===== src/rtl/dispatch_unit.sv =====
// rtl/dispatch_unit.sv - register rename/dispatch stage feeding the reservation station; DISPATCH_STATS_EN adds counters
module dispatch_unit #(
    parameter int Q_WIDTH = 4
) (
    input  logic               clk_in,
    input  logic               rst_in,
    input  logic               rdy_in,
    input  logic               control_hazard,
    input  logic               inst_valid,
    output logic               inst_ready,
    input  logic [9:0]         inst_op,
    input  logic [4:0]         inst_rd,
    input  logic [4:0]         inst_rs1,
    input  logic [4:0]         inst_rs2,
    input  logic [31:0]        inst_imm,
    input  logic [31:0]        inst_npc,
    input  logic [Q_WIDTH-1:0] rob_tag_alloc,
    input  logic               rob_full,
    output logic               rob_alloc,
    input  logic               RS_Full,
    input  logic               update_control,
    input  logic [Q_WIDTH-1:0] target_ROB_pos,
    input  logic [31:0]        V_ex,
    input  logic               has_slb_result,
    input  logic [Q_WIDTH-1:0] slb_target_ROB_pos,
    input  logic [31:0]        V_slb,
    input  logic               commit_valid,
    input  logic [4:0]         commit_rd,
    input  logic [Q_WIDTH-1:0] commit_tag,
    input  logic [31:0]        commit_value,
    output logic               input_valid,
    output logic [Q_WIDTH-1:0] rob_tag_input,
    output logic [9:0]         op_input,
    output logic [Q_WIDTH-1:0] Q1_input,
    output logic [Q_WIDTH-1:0] Q2_input,
    output logic [31:0]        V1_input,
    output logic [31:0]        V2_input,
    output logic [31:0]        immediate_input,
    output logic [31:0]        npc_input
`ifdef DISPATCH_STATS_EN
    ,
    output logic [31:0]        dispatch_count,
    output logic [31:0]        stall_count
`endif
);

    logic [31:0]        regval [32];
    logic [Q_WIDTH-1:0] qtag   [32];

    logic               can_issue;
    logic               fire;
    logic [Q_WIDTH-1:0] q1_next;
    logic [Q_WIDTH-1:0] q2_next;
    logic [31:0]        v1_next;
    logic [31:0]        v2_next;

    // input_valid blocks issue because RS_Full does not yet reflect the pending entry
    always_comb begin
        can_issue = !rst_in && rdy_in && !rob_full && !RS_Full && !control_hazard && !input_valid;
        fire      = can_issue && inst_valid;
    end

    assign inst_ready = can_issue;
    assign rob_alloc  = fire;

    // Returns {Q, V}; qt is the tag table entry before any same-cycle rename.
    function automatic logic [Q_WIDTH+31:0] resolve(
        input logic [4:0]         rs,
        input logic [Q_WIDTH-1:0] qt,
        input logic [31:0]        rv
    );
        if (rs == 5'd0)
            return '0;
        else if (qt == '0)
            return {{Q_WIDTH{1'b0}}, rv};
        else if (update_control && target_ROB_pos == qt)
            return {{Q_WIDTH{1'b0}}, V_ex};
        else if (has_slb_result && slb_target_ROB_pos == qt)
            return {{Q_WIDTH{1'b0}}, V_slb};
        else if (commit_valid && commit_tag == qt)
            return {{Q_WIDTH{1'b0}}, commit_value};
        else
            return {qt, 32'd0};
    endfunction

    always_comb begin
        {q1_next, v1_next} = resolve(inst_rs1, qtag[inst_rs1], regval[inst_rs1]);
        {q2_next, v2_next} = resolve(inst_rs2, qtag[inst_rs2], regval[inst_rs2]);
    end

    // Later assignments win: a same-cycle rename overrides the commit's tag clear
    always_ff @(posedge clk_in or posedge rst_in) begin
        if (rst_in) begin
            for (int i = 0; i < 32; i++) begin
                regval[i] <= '0;
                qtag[i]   <= '0;
            end
        end else if (rdy_in) begin
            if (commit_valid && commit_rd != 5'd0) begin
                regval[commit_rd] <= commit_value;
                if (qtag[commit_rd] == commit_tag)
                    qtag[commit_rd] <= '0;
            end
            if (control_hazard) begin
                for (int i = 0; i < 32; i++)
                    qtag[i] <= '0;
            end else if (fire && inst_rd != 5'd0) begin
                qtag[inst_rd] <= rob_tag_alloc;
            end
        end
    end

    always_ff @(posedge clk_in or posedge rst_in) begin
        if (rst_in) begin
            input_valid     <= 1'b0;
            rob_tag_input   <= '0;
            op_input        <= '0;
            Q1_input        <= '0;
            Q2_input        <= '0;
            V1_input        <= '0;
            V2_input        <= '0;
            immediate_input <= '0;
            npc_input       <= '0;
        end else if (rdy_in) begin
            if (fire) begin
                input_valid     <= 1'b1;
                rob_tag_input   <= rob_tag_alloc;
                op_input        <= inst_op;
                Q1_input        <= q1_next;
                Q2_input        <= q2_next;
                V1_input        <= v1_next;
                V2_input        <= v2_next;
                immediate_input <= inst_imm;
                npc_input       <= inst_npc;
            end else begin
                input_valid <= 1'b0;
            end
        end
    end

`ifdef DISPATCH_STATS_EN
    always_ff @(posedge clk_in or posedge rst_in) begin
        if (rst_in) begin
            dispatch_count <= '0;
            stall_count    <= '0;
        end else begin
            if (fire)
                dispatch_count <= dispatch_count + 32'd1;
            if (inst_valid && rdy_in && !fire)
                stall_count <= stall_count + 32'd1;
        end
    end
`endif

endmodule

===== config.mk =====
export PLATFORM = sky130hd
export DESIGN_NAME = dispatch_unit
export DESIGN_NICKNAME = d
export VERILOG_FILES = /design/src/rtl/dispatch_unit.sv
export SDC_FILE = /design/constraint.sdc
export NUM_CORES = 2
export LEC_CHECK = 0
export ABC_AREA = 1
export CELL_PAD_IN_SITES_DETAIL_PLACEMENT = 1
export CELL_PAD_IN_SITES_GLOBAL_PLACEMENT = 1
export CORE_UTILIZATION = 35
export DETAILED_ROUTE_END_ITERATION = 7
export GPL_TIMING_DRIVEN = 0
export PLACE_DENSITY = 0.65
export SYNTH_ARGS = -nofsm -noshare
export SYNTH_HDL_FRONTEND = slang
export SYNTH_SLANG_ARGS = --single-unit

===== constraint.sdc =====
create_clock -name clk_in -period 94.9 [get_ports clk_in]
set_clock_uncertainty 0.2 [all_clocks]
set_input_delay 23.725 -clock clk_in [delete_from_list [all_inputs] [get_ports clk_in]]
set_output_delay 23.725 -clock clk_in [all_outputs]
set_load 0.02 [all_outputs]

==> results.md <==
* Outcome: finished, violations left
* Failing checks: max-capacitance violations, max-slew violations
* Total congestion overflow at 0
* Layout cell share with drive strength beyond 1 at 0.0484
* Cell Pwr Density at around 19 nW/um2
* Syn Area/Cell at roughly 6.9 um2
* Final period util at 0.554
* Root buffer cell: clkbuf_16
* Tmin final at 52.58 ns
* Full die area at approximately 220,000 um2
* Total power at between 1.5 and 2 mW
* Die Y at 464 um
* Worst skew pair latency at 0.88 ns
* Number of global-route vias before repair at 85,700
* CTS buffer count at 161
* Fillers at 26,900
* Critical Path Fanout Max at 115
* Syn_nets at ~11,000
* Post-DP HPWL at 370,000 um
* Most frequent cells in the layout: nand2_1, o21ai_0, dfrtp_1
* Max-cap violation count at 17
* First-pass GRT wire length at about 660,000 um
* Flip-flop and latch count after synthesis at 1,303
* Endpoint type of the worst setup path: output pin
* Crit path largest cell delay at 0.70 ns
* Initial antenna violation count at between 70 and 80
* Commonest non-fill, non-tap cell in the layout: nand2_1
* Hold Violations, Final at 0
* Final Cell Area at 87,700 um2
* Critical Path AT at 28.66 ns
* Clk sinks at 1,303
* RSZ-0062 raised after global routing: no
* Max Slew Vio Count at around 180
* IO Port Bufs at 357
* Leak at 40.2 nW
* Nets at approximately 12,000
* WS Path Type: in2out
* Area of the mapped netlist at 74,600 um2
* Largest net degree at the start of global routing at ~120
* CP Cell Sequence: clkdlybuf4s50_1, inv_8, buf_16, buf_16, nand3_1, nor3_2, nand2_1, inv_1, clkbuf_1, clkdlybuf4s50_1
* Req. time, crit path at 70.97 ns
* Slew margin rel. at -0.123
* Worst vdd rail ir drop at 0.0000221 V
* Core Rows at 169
* Die X at 464 um
* CTS HTree Levels at 4
* WL per Instance at around 33 um
* Critical Path Source Type: input port
* Buffer levels on the longest clock path at 3
* Worst hold slack at 0.274 ns
* First drt pass iteration count at 6
* Worst-Margin Slew at 1.68 ns
* Post-CTS Repair Setup Buffers at 0
* Crit-path slowest cell: clkdlybuf4s50_1
* Routability cong. at 1.04
* Initial drt markers at about 10,000
* Vias per cell at a little under 6
* Hold WC Path Type: reg2reg
* Syn Inst Count at 10,900
* DRT antenna net count at 0
* Drt drc at 0
* Total track usage at 0.431
* Clock transition at path regs at 0.06 ns
* Total core area at ~210,000 um2
* TritonCTS clock tree: done
* Routed wire length at ~470,000 um
* Initial Utilization at 0.352
* # setup viols final at 0
* Post-cts resize count at 0
* Area growth, synth to finish at 17.5%
* Final core area utilization at 0.414
* Synth cell types at 37
* Fmax at approximately 19 MHz
* Hold-fix buffers, CTS at 0
* Fin Setup TNS at 0 ns
* IO Pins at 369
* Register area share after synthesis at 0.437
* Routed vias at 85,900
* Post-Place Cell Area at between 80,000 and 90,000 um2
* Synth warnings at 0
-- flip-flops by register name (all words and copies together) (netlist names) --
signal / count
regval: 1024
qtag: 128
V1_input: 32
V2_input: 32
immediate_input: 32
npc_input: 32
op_input: 10
Q1_input: 4
Q2_input: 4
rob_tag_input: 4
input_valid: 1
-- final timing paths --
path | end | cells past startpoint | start | slack [ns]
worst max-delay path | rob_alloc | 10 | rst_in | 42.32
max in group asynchronous | regval[67] | 5 | rst_in | 68.93
worst min-delay path | npc_input[14] | 2 | npc_input[14] | 0.27
worst min register to register | npc_input[14] | 2 | npc_input[14] | 0.27
worst max register to register | V2_input[12] | 14 | qtag[0] | 90.21
min in group asynchronous | regval[760] | 2 | rst_in | 23.15
-- worst max-delay path: cells and delay by family --
family / cells / cell delay (ns)
buffers and inverters: 7 / 3.63
and+or+nand+nor: 3 / 0.96
-- logic make-up after synthesis --
group                  after synthesis  synth area share
flip-flops                        1303             0.437
AO/OA/AOI/OAI                     2702             0.184
XOR/XNOR                             6          0.000704
buffers and inverters             1543            0.0834
AND/OR/NAND/NOR                   5320             0.295
-- synthesized netlist by cell type, drive strengths merged --
library cell  instances  area, um2
o22ai                39        244
o211ai               28        210
o21ai              1651       8260
a21oi               955       4780
or2                  22        138
a31oi                 1       6.26
nand3              1121       5670
o21bai                4       30.0
buf                 276       1470
nor2                561       2130
xor2                  6       52.6
nand4               108        781
o21a                  1       7.51
inv                 643       2410
clkinv                4       15.0
o2111ai               1       8.76
nand2              3481      13100
clkbuf              620       2330
nor3                 27        196
a22oi                22        165
dfrtp              1303      32600
-- where the power goes --
group | switching [mW] | internal, mW
clock | 0.281 | 0.369
sequential | 0.0543 | 0.629
combinational | 0.256 | 0.108
-- metrics by stage --
step | std cells | setup WS, ns
floorplan | 10900 | 17.06
global placement | 14100 | -1.26
detailed placement | 14100 | 42.19
CTS | 14400 | 42.18
global route | 14400 | 41.97
finish | 14400 | 42.32
-- layer usage --
| layer | up-vias | wire, um | track usage |
|---|---|---|---|
| li1 | 36800 | - | - |
| met1 | 43100 | 191000 | 0.551 |
| met2 | 4797 | 203000 | 0.646 |
| met3 | 1245 | 50400 | 0.129 |
| met4 | 38 | 29400 | 0.244 |
| met5 | - | 428 | 0 |
-- area by class of cell --
| type | count | area (um2) | area share |
|---|---|---|---|
| clock inverters | 66 | 821 | 0.00936 |
| flip-flops and latches | 1303 | 32600 | 0.372 |
| plain buffers | 896 | 3810 | 0.0435 |
| repair buffers | 377 | 4030 | 0.0460 |
| clock buffers | 225 | 4570 | 0.0521 |
| well taps | 2821 | 3530 | 0.0402 |
| diodes | 33 | 82.6 | 0.000942 |
| inverters | 647 | 2440 | 0.0278 |
| multi-input cells | 8028 | 35800 | 0.408 |
No activity file was read; power rests on OpenSTA's default activity.
